`src/rtl/bound_flasher_pkg.sv`:
```
// Shared phase encoding for the bound flasher lamp sequencer.
package bound_flasher_pkg;

  localparam int PHASE_W = 3;

  localparam logic [PHASE_W-1:0] PH_IDLE = 3'd0;
  localparam logic [PHASE_W-1:0] PH_UP1  = 3'd1;
  localparam logic [PHASE_W-1:0] PH_DN1  = 3'd2;
  localparam logic [PHASE_W-1:0] PH_UP2  = 3'd3;
  localparam logic [PHASE_W-1:0] PH_DN2  = 3'd4;
  localparam logic [PHASE_W-1:0] PH_UP3  = 3'd5;
  localparam logic [PHASE_W-1:0] PH_DN3  = 3'd6;

endpackage

```
`src/rtl/flasher_tick.sv`:
```
// Step prescaler: tick is high on every DIV-th cycle after the last clear.
module flasher_tick #(
  parameter int DIV = 1
) (
  input  logic clk,
  input  logic rst,
  input  logic clr,
  output logic tick
);

  localparam int CW = (DIV > 1) ? $clog2(DIV) : 1;

  logic [CW-1:0] cnt;

  assign tick = (cnt == CW'(DIV - 1));

  always_ff @(posedge clk) begin
    if (rst || clr) begin
      cnt <= '0;
    end else if (tick) begin
      cnt <= '0;
    end else begin
      cnt <= cnt + CW'(1);
    end
  end

endmodule

```
`src/rtl/bound_flasher_gen.sv`:
```
// Thermometer lamp sequencer: up/down sweeps between two bounds with flick kickback.
module bound_flasher_gen
  import bound_flasher_pkg::*;
#(
  parameter int WIDTH   = 16,
  parameter int BOUND_A = 5,
  parameter int BOUND_B = 10,
  parameter int DIV     = 1
) (
  input  logic               clk,
  input  logic               rst,
  input  logic               flick,
  input  logic               auto_rep,
  output logic [WIDTH-1:0]   lamps,
  output logic [PHASE_W-1:0] phase,
  output logic               busy,
  output logic               done
);

  if (!(BOUND_A > 0 && BOUND_A < BOUND_B && BOUND_B < WIDTH - 1 && DIV >= 1)) begin : g_param_check
    $error("bound_flasher_gen: need 0 < BOUND_A < BOUND_B < WIDTH-1 and DIV >= 1");
  end

  localparam int LW = $clog2(WIDTH + 1);

  logic [LW-1:0]      level, level_up, level_dn, level_nxt;
  logic [PHASE_W-1:0] phase_nxt;
  logic               done_nxt;
  logic               tick;
  logic               clr;
  logic               at_bound;

  // Prescaler is held cleared while idle so the first step lands DIV cycles after start.
  assign clr = (phase == PH_IDLE);

  flasher_tick #(.DIV(DIV)) u_tick (
    .clk  (clk),
    .rst  (rst),
    .clr  (clr),
    .tick (tick)
  );

  always_comb begin
    level_up  = (level == LW'(WIDTH)) ? level : level + LW'(1);
    level_dn  = (level == '0) ? level : level - LW'(1);
    at_bound  = (level_up == LW'(BOUND_A + 1)) || (level_up == LW'(BOUND_B + 1));
    level_nxt = level;
    phase_nxt = phase;
    done_nxt  = 1'b0;
    case (phase)
      PH_IDLE: if (flick || auto_rep) begin
        level_nxt = LW'(1);
        phase_nxt = PH_UP1;
      end
      PH_UP1: if (tick) begin
        level_nxt = level_up;
        if (level_up == LW'(BOUND_A + 1)) phase_nxt = PH_DN1;
      end
      PH_DN1: if (tick) begin
        level_nxt = level_dn;
        if (level_dn == '0) phase_nxt = PH_UP2;
      end
      PH_UP2: if (tick) begin
        level_nxt = level_up;
        if (flick && at_bound) phase_nxt = PH_DN1;
        else if (level_up == LW'(BOUND_B + 1)) phase_nxt = PH_DN2;
      end
      PH_DN2: if (tick) begin
        level_nxt = level_dn;
        if (level_dn == LW'(BOUND_A)) phase_nxt = PH_UP3;
      end
      PH_UP3: if (tick) begin
        level_nxt = level_up;
        if (flick && at_bound) phase_nxt = PH_DN2;
        else if (level_up == LW'(WIDTH)) phase_nxt = PH_DN3;
      end
      PH_DN3: if (tick) begin
        level_nxt = level_dn;
        if (level_dn == '0) begin
          phase_nxt = PH_IDLE;
          done_nxt  = 1'b1;
        end
      end
      default: begin
        level_nxt = '0;
        phase_nxt = PH_IDLE;
      end
    endcase
  end

  always_ff @(posedge clk) begin
    if (rst) begin
      level <= '0;
      phase <= PH_IDLE;
      done  <= 1'b0;
    end else begin
      level <= level_nxt;
      phase <= phase_nxt;
      done  <= done_nxt;
    end
  end

  always_comb begin
    lamps = '0;
    for (int unsigned j = 0; j < WIDTH; j++) begin
      lamps[j] = (j < 32'(level));
    end
  end

  assign busy = (phase != PH_IDLE);

endmodule
```
`config.mk`:
```
export PLATFORM = sky130hd
export DESIGN_NAME = bound_flasher_gen
export DESIGN_NICKNAME = d
export VERILOG_FILES = /design/src/rtl/bound_flasher_pkg.sv /design/src/rtl/flasher_tick.sv /design/src/rtl/bound_flasher_gen.sv
export SDC_FILE = /design/constraint.sdc
export NUM_CORES = 1
export LEC_CHECK = 0
export ABC_AREA = 0
export CAP_MARGIN = 30
export CORE_ASPECT_RATIO = 1.1
export CORE_UTILIZATION = 55
export CTS_CLUSTER_SIZE = 40
export DETAILED_ROUTE_END_ITERATION = 16
export HOLD_SLACK_MARGIN = 0.05
export PLACE_DENSITY = 0.85
export SLEW_MARGIN = 20
export SYNTH_ARGS = -nofsm -noshare
export SYNTH_HDL_FRONTEND = slang
export SYNTH_SLANG_ARGS = --single-unit
```
`constraint.sdc`:
```
create_clock -name clk -period 4.4 [get_ports clk]
set_input_delay 0.44 -clock clk [delete_from_list [all_inputs] [get_ports clk]]
set_output_delay 0.44 -clock clk [all_outputs]
set_load 0.01 [all_outputs]
```
==> results.txt, run 1 <==
----------------------------------------------------
[Outcome]
  Outcome ... finished clean

[Clock network]
  Cell at the root of the clock tree ... sky130_fd_sc_hd__clkbuf_4
  Number of buffers created by CTS ... 3
  Number of setup buffers added after CTS ... 0
  Max H-tree Level ... 1
  CTS sink count ... 10
  Post_cts resized ... 0
  Clock-pin slew of the registers on the worst-case setup and hold paths ... 0.07 ns
  Clock latency on the worst-skew pair ... 0.28 ns
  Maximum root-to-sink buffer count ... 2
  CTS tree ... built
  Count of hold-fix buffers inserted at cts ... 0

[STA]
  Highest clock frequency the design can meet ... about 370 MHz
  Final critical-path required period ... between 2 and 3 ns
  WHS ... 0.505 ns
  Total setup violations reported at the end of the flow ... 0
  Count of final hold-check violations ... 0
  Setup_tns ... 0 ns
  Fraction of the cycle the final worst path needs ... 0.609
  Worst-Margin Slew ... around 0.72 ns
  Min setup slack post-route ... 1.72 ns
  Worst clock skew on the final layout ... between 0.005 and 0.006 ns
  Max-slew violation count ... 0
  RSZ-0062 raised after global routing ... no
  Max transition margin ... 0.517

[Floorplan]
  Total Die Area ... approximately 0.0024 sq mm
  Initial core utilization ... 0.592
  # rows ... 17
  Die Height ... 51.2 microns
  IO Pins ... 25
  Die Wd ... about 47 microns
  Area inside the core boundary ... ~0.002 sq mm

[Global route]
  First-pass GRT wire length ... around 4.8 mm
  Largest net degree at the start of global routing ... 22
  Aggregate global routing overflow ... 0
  Total track usage ... 0.275
  Via count of the first global-routing pass ... around 1100
  Number of antenna violations at the first check in global routing ... 0

[Logic synthesis]
  Number of enable-type register cells in the synthesized netlist ... 0
  Async S/R FF share, synth ... 0
  Yosys warning count ... 0
  Number of cells produced by synthesis ... around 160
  Post-synthesis register bit count ... 10
  Sequential fraction of the synthesis area ... 0.166
  Avg Cell Area, Syn ... 7.46 sq um
  Synth unique cells ... 54
  Syn Nets ... 171
  Primary FF master, synth ... sky130_fd_sc_hd__dfxtp_1
  Synthesized cell area ... between 0.001 and 0.0015 sq mm

[Layout]
  Antenna diode count ... 0
  Signed area change from the synthesized netlist to the final layout ... 16.8%
  Net count reported at finish ... about 190
  Area taken by flip-flops and latches ... about 200 sq um
  FILL cells ... ~180
  Commonest non-fill, non-tap cells in the layout ... 24 x sky130_fd_sc_hd__clkdlybuf4s50_1, 18 x sky130_fd_sc_hd__nand2_1, 17 x sky130_fd_sc_hd__nor2_1, 10 x sky130_fd_sc_hd__inv_1, 10 x sky130_fd_sc_hd__dfxtp_1
  Area of combinational cells with multiple inputs ... ~860 sq um
  Most common library cell in the layout ignoring fill and taps ... sky130_fd_sc_hd__clkdlybuf4s50_1
  Proportion of layout cells with a drive suffix above 1 ... 0.0914

[Worst hold path]
  Number of stages on the worst hold path ... 1
  Hold Path End ... done
  Kind of path behind the tightest hold check ... reg -> reg
  Hold path startpoint ... u_tick.cnt

[Route]
  Drc violations ... 0
  Detail-routed net length per standard cell ... approximately 14 microns
  Aggregate routed wire length ... approximately 2.9 mm
  Via density per instance ... roughly 6.0
  First-pass DRT Iterations ... 5
  Via count ... approximately 1200
  Detailed Route Iter0 Violations ... 49
  Residual antenna-violating net count after detailed routing ... 0

[Worst setup path]
  Arrival time worst endpoint ... between 2 and 3 ns
  Critical Path Start ... level[0]
  Type of element capturing the critical path ... flop
  Sort of element at the start of the critical path ... flop
  Type of the worst setup path ... reg -> reg
  Startpoint of the lowest-slack register-to-register path ... level[0]
  Required arrival time at the worst endpoint ... between 4 and 5 ns
  Reg2reg setup slack ... 1.72 ns
  CP max FO ... 15
  Endpoint of the lowest-slack register-to-register path ... phase[1]
  Worst reg2reg path depth ... 9

[Place]
  Placer congestion estimate ... 0.833
  Dpl hpwl ... about 2.2 mm
  Post-place setup slack ... ~1.8 ns
  Quantity of I/O buffers inserted on ports ... 24

[Power]
  Power density relative to cell area ... ~900 mW/mm^2
  Leakage ... around 0.00053 uW
  Maximum vdd ir drop ... between 0.0004 and 0.0005 V

[Job]
  Number of violations of the max-capacitance limit ... 0

----------------------------------------------------
[where the power goes]
group	total (uW)	leakage, uW	switching [uW]	internal, uW
registers	253	0.0000825	134	119
logic	897	0.000426	440	457
clock network	87.7	0.0000210	37.2	50.4
[critical path, stage by stage, from the launching register on]
cell	delay, ns
sky130_fd_sc_hd__dfxtp_1	0.66
sky130_fd_sc_hd__inv_1	0.24
sky130_fd_sc_hd__ha_1	0.35
sky130_fd_sc_hd__nor3b_1	0.17
sky130_fd_sc_hd__o21ai_1	0.30
sky130_fd_sc_hd__nand2_1	0.10
sky130_fd_sc_hd__o21ai_1	0.22
sky130_fd_sc_hd__nand3b_1	0.11
sky130_fd_sc_hd__a311oi_1	0.33
sky130_fd_sc_hd__nor3b_2	0.08
[worst max-delay path by stage]
stage	slack, ns	cells past startpoint	endpoint
after floorplan	2.26	10	phase[1]
after global placement	1.83	9	phase[1]
after detailed placement	1.78	9	phase[1]
after CTS	1.77	9	phase[1]
after global routing	1.53	9	phase[1]
final	1.72	9	phase[1]
[metrics by stage]
stage               instances   util  power (uW)  instance area (sq um)
floorplan                 162      -         855                   1210
global placement          199  0.673        1130                   1380
detailed placement        199  0.673        1150                   1380
CTS                       203  0.691        1240                   1410
global route              203  0.691        1340                   1410
finish                    203  0.691        1240                   1410
[flip-flops by register name, summed over array words and instances (netlist names)]
| signal | count |
|---|---|
| done | 1 |
| level | 5 |
| u_tick.cnt | 1 |
| phase | 3 |
[cell usage after synthesis, types with 2 or more instances]
cell type	number	area, sq um
sky130_fd_sc_hd__buf_4	4	30.0
sky130_fd_sc_hd__a311oi_1	3	26.3
sky130_fd_sc_hd__a21oi_1	4	20.0
sky130_fd_sc_hd__buf_6	2	22.5
sky130_fd_sc_hd__clkbuf_1	2	7.51
sky130_fd_sc_hd__xnor2_1	3	26.3
sky130_fd_sc_hd__o21ai_1	3	15.0
sky130_fd_sc_hd__o21ai_0	3	15.0
sky130_fd_sc_hd__nand3b_1	4	30.0
sky130_fd_sc_hd__nand3_1	9	45.0
sky130_fd_sc_hd__nor2_1	17	63.8
sky130_fd_sc_hd__nor3b_1	2	15.0
sky130_fd_sc_hd__a211oi_1	4	30.0
sky130_fd_sc_hd__xor2_1	2	17.5
sky130_fd_sc_hd__nor4_1	3	18.8
sky130_fd_sc_hd__ha_1	5	62.6
sky130_fd_sc_hd__nand4_1	3	18.8
sky130_fd_sc_hd__clkbuf_4	2	15.0
sky130_fd_sc_hd__a31oi_1	3	18.8
sky130_fd_sc_hd__a22oi_1	2	15.0
sky130_fd_sc_hd__nand2b_1	7	43.8
sky130_fd_sc_hd__o21bai_1	4	30.0
sky130_fd_sc_hd__a22o_1	2	17.5
sky130_fd_sc_hd__inv_1	10	37.5
sky130_fd_sc_hd__nand2_1	18	67.6
sky130_fd_sc_hd__buf_2	3	15.0
sky130_fd_sc_hd__mux2i_1	2	20.0
sky130_fd_sc_hd__dfxtp_1	10	200
[area by class of cell]
cell class,instances,share of cell area
Multi-Input combinational cell,127,0.611
Sequential cell,10,0.142
Timing Repair Buffer,24,0.170
Tap cell,28,0.0248
Clock buffer,4,0.0257
Inverter,10,0.0266
[cells by family after synthesis]
kind of cell / synth area share
multiplexers: 0.0166
XOR/XNOR: 0.0362
other: 0.00310
buffers and inverters: 0.121
AND/OR/NAND/NOR: 0.355
adder cells (fa/ha/maj): 0.0518
flip-flops: 0.166
AO/OA/AOI/OAI: 0.251
[metal layers]
metal / GRT usage / vias to the layer above / wire length [microns]
li1: - / 611 / -
met1: 0.357 / 576 / 1230
met2: 0.451 / 35 / 1540
met3: 0.0353 / 5 / 115
met4: 0.100 / 0 / 46
met5: 0 / - / 0
Note: power is estimated with default switching activity, not from simulation.
==> run 2, diff against run 1 <==
--- a/config.mk
+++ b/config.mk
@@ -8,11 +8,11 @@
 export ABC_AREA = 0
 export CAP_MARGIN = 30
 export CORE_ASPECT_RATIO = 1.1
-export CORE_UTILIZATION = 55
+export CORE_UTILIZATION = 51
 export CTS_CLUSTER_SIZE = 40
 export DETAILED_ROUTE_END_ITERATION = 16
 export HOLD_SLACK_MARGIN = 0.05
-export PLACE_DENSITY = 0.85
+export PLACE_DENSITY = 0.8
 export SLEW_MARGIN = 20
 export SYNTH_ARGS = -nofsm -noshare
 export SYNTH_HDL_FRONTEND = slang
==> constraint.sdc (replaced) <==
create_clock -name clk -period 2.5 [get_ports clk]
set_input_delay 0.25 -clock clk [delete_from_list [all_inputs] [get_ports clk]]
set_output_delay 0.25 -clock clk [all_outputs]
set_load 0.01 [all_outputs]
==> run 2 against run 1 <==
Compared with the run above:
- clock skew increased by 0.0013 ns
- critical path depth decreased by 6
- die area increased by 7.5%
- worst hold slack gained 0.011 ns
- register-to-register slack got worse by 1.5 ns
- critical endpoint is now lamps[4]
- sequential power rose by 57%
- global-route usage down 1.3 points
- largest cell class unchanged
- combinational power grew 96%
- largest power group unchanged
- via count rose by 2.7%
==> results.txt, run 2 (same netlist as run 1, synthesis figures left out) <==
----------------------------------------------------
[Outcome]
  Outcome ... finished clean

[Route]
  Aggregate routed wire length ... 3.24 mm
  Residual antenna-violating net count after detailed routing ... 0
  Via count ... ~1300
  First-pass DRT Iterations ... 5
  Drc violations ... 0
  Detail-routed net length per standard cell ... 15.3 microns
  Via density per instance ... roughly 5.9
  Detailed Route Iter0 Violations ... 48

[Clock network]
  Cell at the root of the clock tree ... sky130_fd_sc_hd__clkbuf_4
  CTS sink count ... 10
  Max H-tree Level ... 1
  Clock-pin slew of the registers on the worst-case setup and hold paths ... 0.06 ns
  Count of hold-fix buffers inserted at cts ... 0
  Maximum root-to-sink buffer count ... 2
  Clock latency on the worst-skew pair ... ~0.27 ns
  Number of buffers created by CTS ... 3
  CTS tree ... built

[Floorplan]
  Die Wd ... between 40 and 50 microns
  Area inside the core boundary ... 0.00225 sq mm
  # rows ... 18
  Initial core utilization ... 0.537
  IO Pins ... 25
  Total Die Area ... about 0.0026 sq mm
  Die Height ... ~53 microns

[Global route]
  Number of antenna violations at the first check in global routing ... 0
  First-pass GRT wire length ... 5.13 mm
  Via count of the first global-routing pass ... between 1000 and 1500
  Largest net degree at the start of global routing ... 20
  Aggregate global routing overflow ... 0
  Total track usage ... 0.262

[Place]
  Placer congestion estimate ... slightly below 0.9
  Dpl hpwl ... approximately 2.4 mm
  Post-place setup slack ... a little under 0.1 ns
  Quantity of I/O buffers inserted on ports ... 24

[Power]
  Maximum vdd ir drop ... 0.000905 V
  Clock network fraction of total power ... 0.047
  Part of the total power dissipated in sequential elements ... 0.175
  Internal Pwr Total ... roughly 1100 uW
  Switching Power ... around 1100 uW
  Portion of total power attributed to combinational logic ... 0.777
  Power density relative to cell area ... 1540 mW/mm^2
  Net Sw Frac ... 0.492
  Leakage ... approximately 0.00056 uW

[Job]
  Number of violations of the max-capacitance limit ... 0

[Worst setup path]
  Required arrival time at the worst endpoint ... between 2 and 2.5 ns
  Type of element capturing the critical path ... output port
  Ordered cell list for the critical path ... inv_1 -> o21ai_0 -> clkdlybuf4s50_1
  Arrival time worst endpoint ... 2.12 ns
  CP peak stage delay ... slightly above 0.8 ns
  Critical-path top delay cell ... sky130_fd_sc_hd__dfxtp_1
  Sort of element at the start of the critical path ... flop
  Type of the worst setup path ... reg -> out
  CP max FO ... 19

[STA]
  Total setup violations reported at the end of the flow ... 0
  Min setup slack post-route ... between 0.1 and 0.15 ns
  Final critical-path required period ... between 2 and 2.5 ns
  Worst-Margin Slew ... 0.757 ns
  Count of final hold-check violations ... 0
  Max transition margin ... 0.495
  RSZ-0062 raised after global routing ... no
  Max-slew violation count ... 0
  Setup_tns ... 0 ns
  Worst clock skew on the final layout ... 0.00697 ns
  Highest clock frequency the design can meet ... ~420 MHz
  Fraction of the cycle the final worst path needs ... 0.947

[Layout]
  Area of combinational cells with multiple inputs ... about 860 sq um
  Net count reported at finish ... 193
  Biggest regs ... level: 5 flops, phase: 3 flops
  FILL cells ... about 210
  Area taken by flip-flops and latches ... 204 sq um
  Most flops, register ... level
  Signed area change from the synthesized netlist to the final layout ... 21.1%
  Most common library cell in the layout ignoring fill and taps ... sky130_fd_sc_hd__clkdlybuf4s50_1
  Proportion of layout cells with a drive suffix above 1 ... 0.143
  Commonest non-fill, non-tap cells in the layout ... 24 x sky130_fd_sc_hd__clkdlybuf4s50_1, 18 x sky130_fd_sc_hd__nand2_1, 17 x sky130_fd_sc_hd__nor2_1, 10 x sky130_fd_sc_hd__inv_1, 9 x sky130_fd_sc_hd__nand3_1
  Antenna diode count ... 0
  Flip-flop count of the largest register after layout ... 5

[Worst hold path]
  Kind of path behind the tightest hold check ... reg -> reg

----------------------------------------------------
## run 2: changes by cell type in the layout (fill, tap and decap cells not counted)
cell and change:
sky130_fd_sc_hd__buf_4 +8, sky130_fd_sc_hd__dfxtp_2 +3, sky130_fd_sc_hd__clkbuf_8 -1, sky130_fd_sc_hd__dfxtp_1 -3
## run 2: what timing repair did
item	4_1_cts	5_1_grt
gates resized for setup	0	3
setup buffers	0	1
endpoints found under the setup margin	0	2
## run 2: cell type report
cell class | count | share of cell area
well taps | 30 | 0.0256
inverters | 10 | 0.0256
multi-input cells | 127 | 0.589
flip-flops and latches | 10 | 0.139
clock buffers | 3 | 0.0154
repair buffers | 32 | 0.205
## run 2: final timing paths
kind,cells past startpoint,start,slack [ns],endpoint
worst max-delay path,3,level[2],0.13,lamps[4]
worst min-delay path,1,u_tick.cnt,0.52,done
worst max register to register,9,level[1],0.17,phase[1]
worst min register to register,1,u_tick.cnt,0.52,done
## run 2: per-stage QoR
step | util | std cells | total power, uW | hold WS, ns | area, sq um
finish | 0.650 | 212 | 2260 | 0.517 | 1460
global route | 0.650 | 212 | 2420 | 0.540 | 1460
CTS | 0.645 | 211 | 2220 | 0.516 | 1450
detailed placement | 0.635 | 208 | 2100 | 0.508 | 1430
global placement | 0.635 | 208 | 2070 | 0.504 | 1430
floorplan | - | 162 | 1500 | 0.444 | 1210
## run 2: power by group through the flow
stage	sequential [uW]	clock [uW]	combinational (uW)
final	396	107	1760
after floorplan	252	0	1250
after detailed placement	388	0	1710
after global routing	414	113	1900
after CTS	385	109	1720
after global placement	385	0	1680
## run 2: routing by layer
metal,track usage,vias to the layer above,share of wire,routed length [microns]
li1,-,628,-,-
met1,0.320,582,0.44,1430
met2,0.455,42,0.51,1630
met3,0.0460,8,0.025,81
met4,0.113,0,0.026,84
met5,0,-,0,0
## run 2: critical path, delay by kind of cell, from the launching register on
kind / cells / cell delay (ns)
flip-flops: 1 / 0.81
buffers and inverters: 2 / 0.80
AO/OA/AOI/OAI: 1 / 0.23
==> run 3, diff against run 2 <==
--- a/config.mk
+++ b/config.mk
@@ -5,14 +5,14 @@
 export SDC_FILE = /design/constraint.sdc
 export NUM_CORES = 1
 export LEC_CHECK = 0
-export ABC_AREA = 0
+export ABC_AREA = 1
 export CAP_MARGIN = 30
 export CORE_ASPECT_RATIO = 1.1
-export CORE_UTILIZATION = 51
+export CORE_MARGIN = 2
+export CORE_UTILIZATION = 50
 export CTS_CLUSTER_SIZE = 40
 export DETAILED_ROUTE_END_ITERATION = 16
-export HOLD_SLACK_MARGIN = 0.05
-export PLACE_DENSITY = 0.8
+export PLACE_DENSITY = 0.79
 export SLEW_MARGIN = 20
 export SYNTH_ARGS = -nofsm -noshare
 export SYNTH_HDL_FRONTEND = slang
==> run 3 against run 2 <==
Compared with the run above:
- critical path type unchanged
- highest routed layer unchanged
- global-route usage shrank 3.8 points
- flip-flop and latch count stayed put
- clock skew decreased by 0.0049 ns
- die area is 3.5% higher
- register-to-register slack gained 0.23 ns
- sequential power shrank 27%
- synthesized area fell by 6.4%
- critical path depth grew 3
- utilization down 0.80 points
- count of clock-buffer cells in the layout increased by 1
==> results.txt, run 3 <==
----------------------------------------------------
[Global route]
  First-pass GRT wire length ... approximately 4.6 mm
  Total track usage ... 0.223
  Number of antenna violations at the first check in global routing ... 0
  Aggregate global routing overflow ... 0
  Via count of the first global-routing pass ... 1160
  Largest net degree at the start of global routing ... 12

[Logic synthesis]
  Primary FF master, synth ... sky130_fd_sc_hd__dfxtp_1
  Top-area cell type share of the netlist area ... 0.219
  Top area cells in the synthesized netlist ... sky130_fd_sc_hd__nand2_1 22%, sky130_fd_sc_hd__dfxtp_1 18%, sky130_fd_sc_hd__nor2_1 9.0%
  Proportion of synthesized area in mux cells ... 0
  Leading cell types by count after synthesis ... 66 x sky130_fd_sc_hd__nand2_1, 27 x sky130_fd_sc_hd__nor2_1, 23 x sky130_fd_sc_hd__inv_1, 15 x sky130_fd_sc_hd__nand3_1, 10 x sky130_fd_sc_hd__dfxtp_1
  Yosys warning count ... 0
  Number of cells produced by synthesis ... around 200
  Async S/R FF share, synth ... 0
  Synth unique cells ... 26
  Arithmetic-cell share of the synthesized area counting full adders, half adders and majority gates ... 0.0553
  Most frequent cell after synthesis ... sky130_fd_sc_hd__nand2_1
  Synthesized cell area ... approximately 0.0011 sq mm
  Post-synthesis register bit count ... 10
  Combinational family with the most area after synthesis ... simple AND/OR/NAND/NOR gates
  Post-synthesis compound-gate area fraction ... 0.117
  Largest area contributor in the synthesized netlist ... sky130_fd_sc_hd__nand2_1
  Xor-xnor portion of the synthesized cell area ... 0
  Simple-Gate Fraction of Synth Area ... 0.513
  Syn Nets ... 208
  Avg Cell Area, Syn ... 5.68 sq um
  Number of enable-type register cells in the synthesized netlist ... 0
  Sequential fraction of the synthesis area ... 0.177

[Job]
  Number of violations of the max-capacitance limit ... 0

[Place]
  Dpl hpwl ... between 2 and 2.5 mm
  Quantity of I/O buffers inserted on ports ... 24
  Placer congestion estimate ... ~0.97

[Worst setup path]
  Arrival time worst endpoint ... 1.96 ns
  CP max FO ... 11
  Type of the worst setup path ... reg -> out
  Required arrival time at the worst endpoint ... between 2 and 2.5 ns
  Sort of element at the start of the critical path ... flop
  Type of element capturing the critical path ... output port

[Floorplan]
  Initial core utilization ... 0.518
  Die Height ... between 50 and 60 microns
  IO Pins ... 25
  Total Die Area ... ~0.0027 sq mm
  # rows ... 18
  Area inside the core boundary ... between 0.002 and 0.0025 sq mm
  Die Wd ... a little under 50 microns

[Route]
  First-pass DRT Iterations ... 5
  Met2 Wirelength ... ~1.4 mm
  Detail-routed net length per standard cell ... 11.1 microns
  Via density per instance ... ~5.3
  DRT met1 WL ... between 1 and 1.5 mm
  Residual antenna-violating net count after detailed routing ... 0
  Aggregate routed wire length ... around 2.8 mm
  Top metal layer carrying routed signals ... met4
  Drc violations ... 0
  Met3 WL ... about 120 microns
  Via count ... 1336
  Detailed Route Iter0 Violations ... 33

[Layout]
  Antenna diode count ... 0
  Most flops, register ... level
  Signed area change from the synthesized netlist to the final layout ... 24.0%
  Biggest regs ... level: 5 flops, phase: 3 flops
  Most common library cell in the layout ignoring fill and taps ... sky130_fd_sc_hd__nand2_1
  Net count reported at finish ... roughly 230
  Flip-flop count of the largest register after layout ... 5
  Commonest non-fill, non-tap cells in the layout ... 66 x sky130_fd_sc_hd__nand2_1, 27 x sky130_fd_sc_hd__nor2_1, 24 x sky130_fd_sc_hd__clkdlybuf4s50_1, 23 x sky130_fd_sc_hd__inv_1, 15 x sky130_fd_sc_hd__nand3_1
  Proportion of layout cells with a drive suffix above 1 ... 0.117

[Clock network]
  Cell at the root of the clock tree ... sky130_fd_sc_hd__clkbuf_4
  Post_cts resized ... 0
  Maximum root-to-sink buffer count ... 2
  Max H-tree Level ... 1
  Count of hold-fix buffers inserted at cts ... 0
  CTS sink count ... 10
  Number of setup buffers added after CTS ... 0
  CTS tree ... built
  Clock latency on the worst-skew pair ... ~0.27 ns
  Clock-pin slew of the registers on the worst-case setup and hold paths ... 0.07 ns
  Number of buffers created by CTS ... 3

[STA]
  Total setup violations reported at the end of the flow ... 0
  RSZ-0062 raised after global routing ... no
  Highest clock frequency the design can meet ... roughly 450 MHz
  Worst clock skew on the final layout ... approximately 0.0021 ns
  Count of final hold-check violations ... 0
  Max-slew violation count ... 0
  Setup_tns ... 0 ns
  WHS ... between 0.4 and 0.5 ns
  Fraction of the cycle the final worst path needs ... 0.883
  Final critical-path required period ... 2.21 ns

[Worst hold path]
  Kind of path behind the tightest hold check ... reg -> reg

[Power]
  Leakage ... around 0.00072 uW
  Power density relative to cell area ... around 1200 mW/mm^2
  Maximum vdd ir drop ... around 0.00076 V

[Outcome]
  Outcome ... finished clean

----------------------------------------------------
==> run 3: cell types whose count changed in the layout (fill, tap and decap cells not counted), moves of 5 or more <==
cell                       before  now
sky130_fd_sc_hd__nand2b_1       7    0
sky130_fd_sc_hd__nand3_1        9   15
sky130_fd_sc_hd__buf_4          8    1
sky130_fd_sc_hd__nor2_2         0    5
sky130_fd_sc_hd__inv_1         10   23
sky130_fd_sc_hd__nand2_1       18   66
sky130_fd_sc_hd__nor2_1        17   27
==> run 3: routing by layer <==
metal  GRT usage  vias to the layer above
met4       0.162                        0
met2       0.435                       52
li1            -                      668
met3      0.0111                       15
met1       0.234                      601
met5           0                        -
==> run 3: final timing paths <==
path / startpoint / end / slack, ns / cells past startpoint
max: level[1] / lamps[1] / 0.29 / 6
min: u_tick.cnt / done / 0.42 / 1
max reg2reg: level[0] / phase[1] / 0.40 / 15
min reg2reg: u_tick.cnt / done / 0.42 / 1
==> run 3: critical path, stage by stage (launching register included) <==
cell and delay [ns]:
sky130_fd_sc_hd__dfxtp_1 0.53, sky130_fd_sc_hd__inv_1 0.17, sky130_fd_sc_hd__ha_1 0.21, sky130_fd_sc_hd__inv_1 0.10
sky130_fd_sc_hd__o21ai_0 0.10, sky130_fd_sc_hd__inv_1 0.06, sky130_fd_sc_hd__clkdlybuf4s50_1 0.54
==> run 3: metrics by stage <==
| step | total power (uW) | utilization | setup WS (ns) | instance area (sq um) | cells |
|---|---|---|---|---|---|
| 2_1_floorplan | 1170 | - | 0.612 | 1130 | 199 |
| 3_3_place_gp | 1550 | 0.625 | 0.483 | 1370 | 248 |
| 3_5_place_dp | 1570 | 0.625 | 0.450 | 1370 | 248 |
| 4_1_cts | 1730 | 0.642 | 0.293 | 1400 | 252 |
| 5_1_grt | 1900 | 0.642 | 0.107 | 1400 | 252 |
| 6_report | 1730 | 0.642 | 0.293 | 1400 | 252 |
==> run 3: logic make-up (layout without fill, tap and decap cells) <==
group	after synthesis	in the layout
DFF	10	10
buffers and inverters	33	56
and+or+nand+nor	128	128
other	1	1
AOI/OAI and AO/OA	22	22
adders and majority gates	5	5
==> run 3: report_power, final <==
group | switching [uW] | internal [uW]
registers | 87.5 | 202
logic | 756 | 542
clock network | 56.5 | 88.5
==> run 3: cell type report <==
type                    count  area, sq um
clock buffers               4         36.3
multi-input cells         156          779
well taps                  30         37.5
flip-flops and latches     10          200
inverters                  27          101
fillers                   234          782
repair buffers             25          248
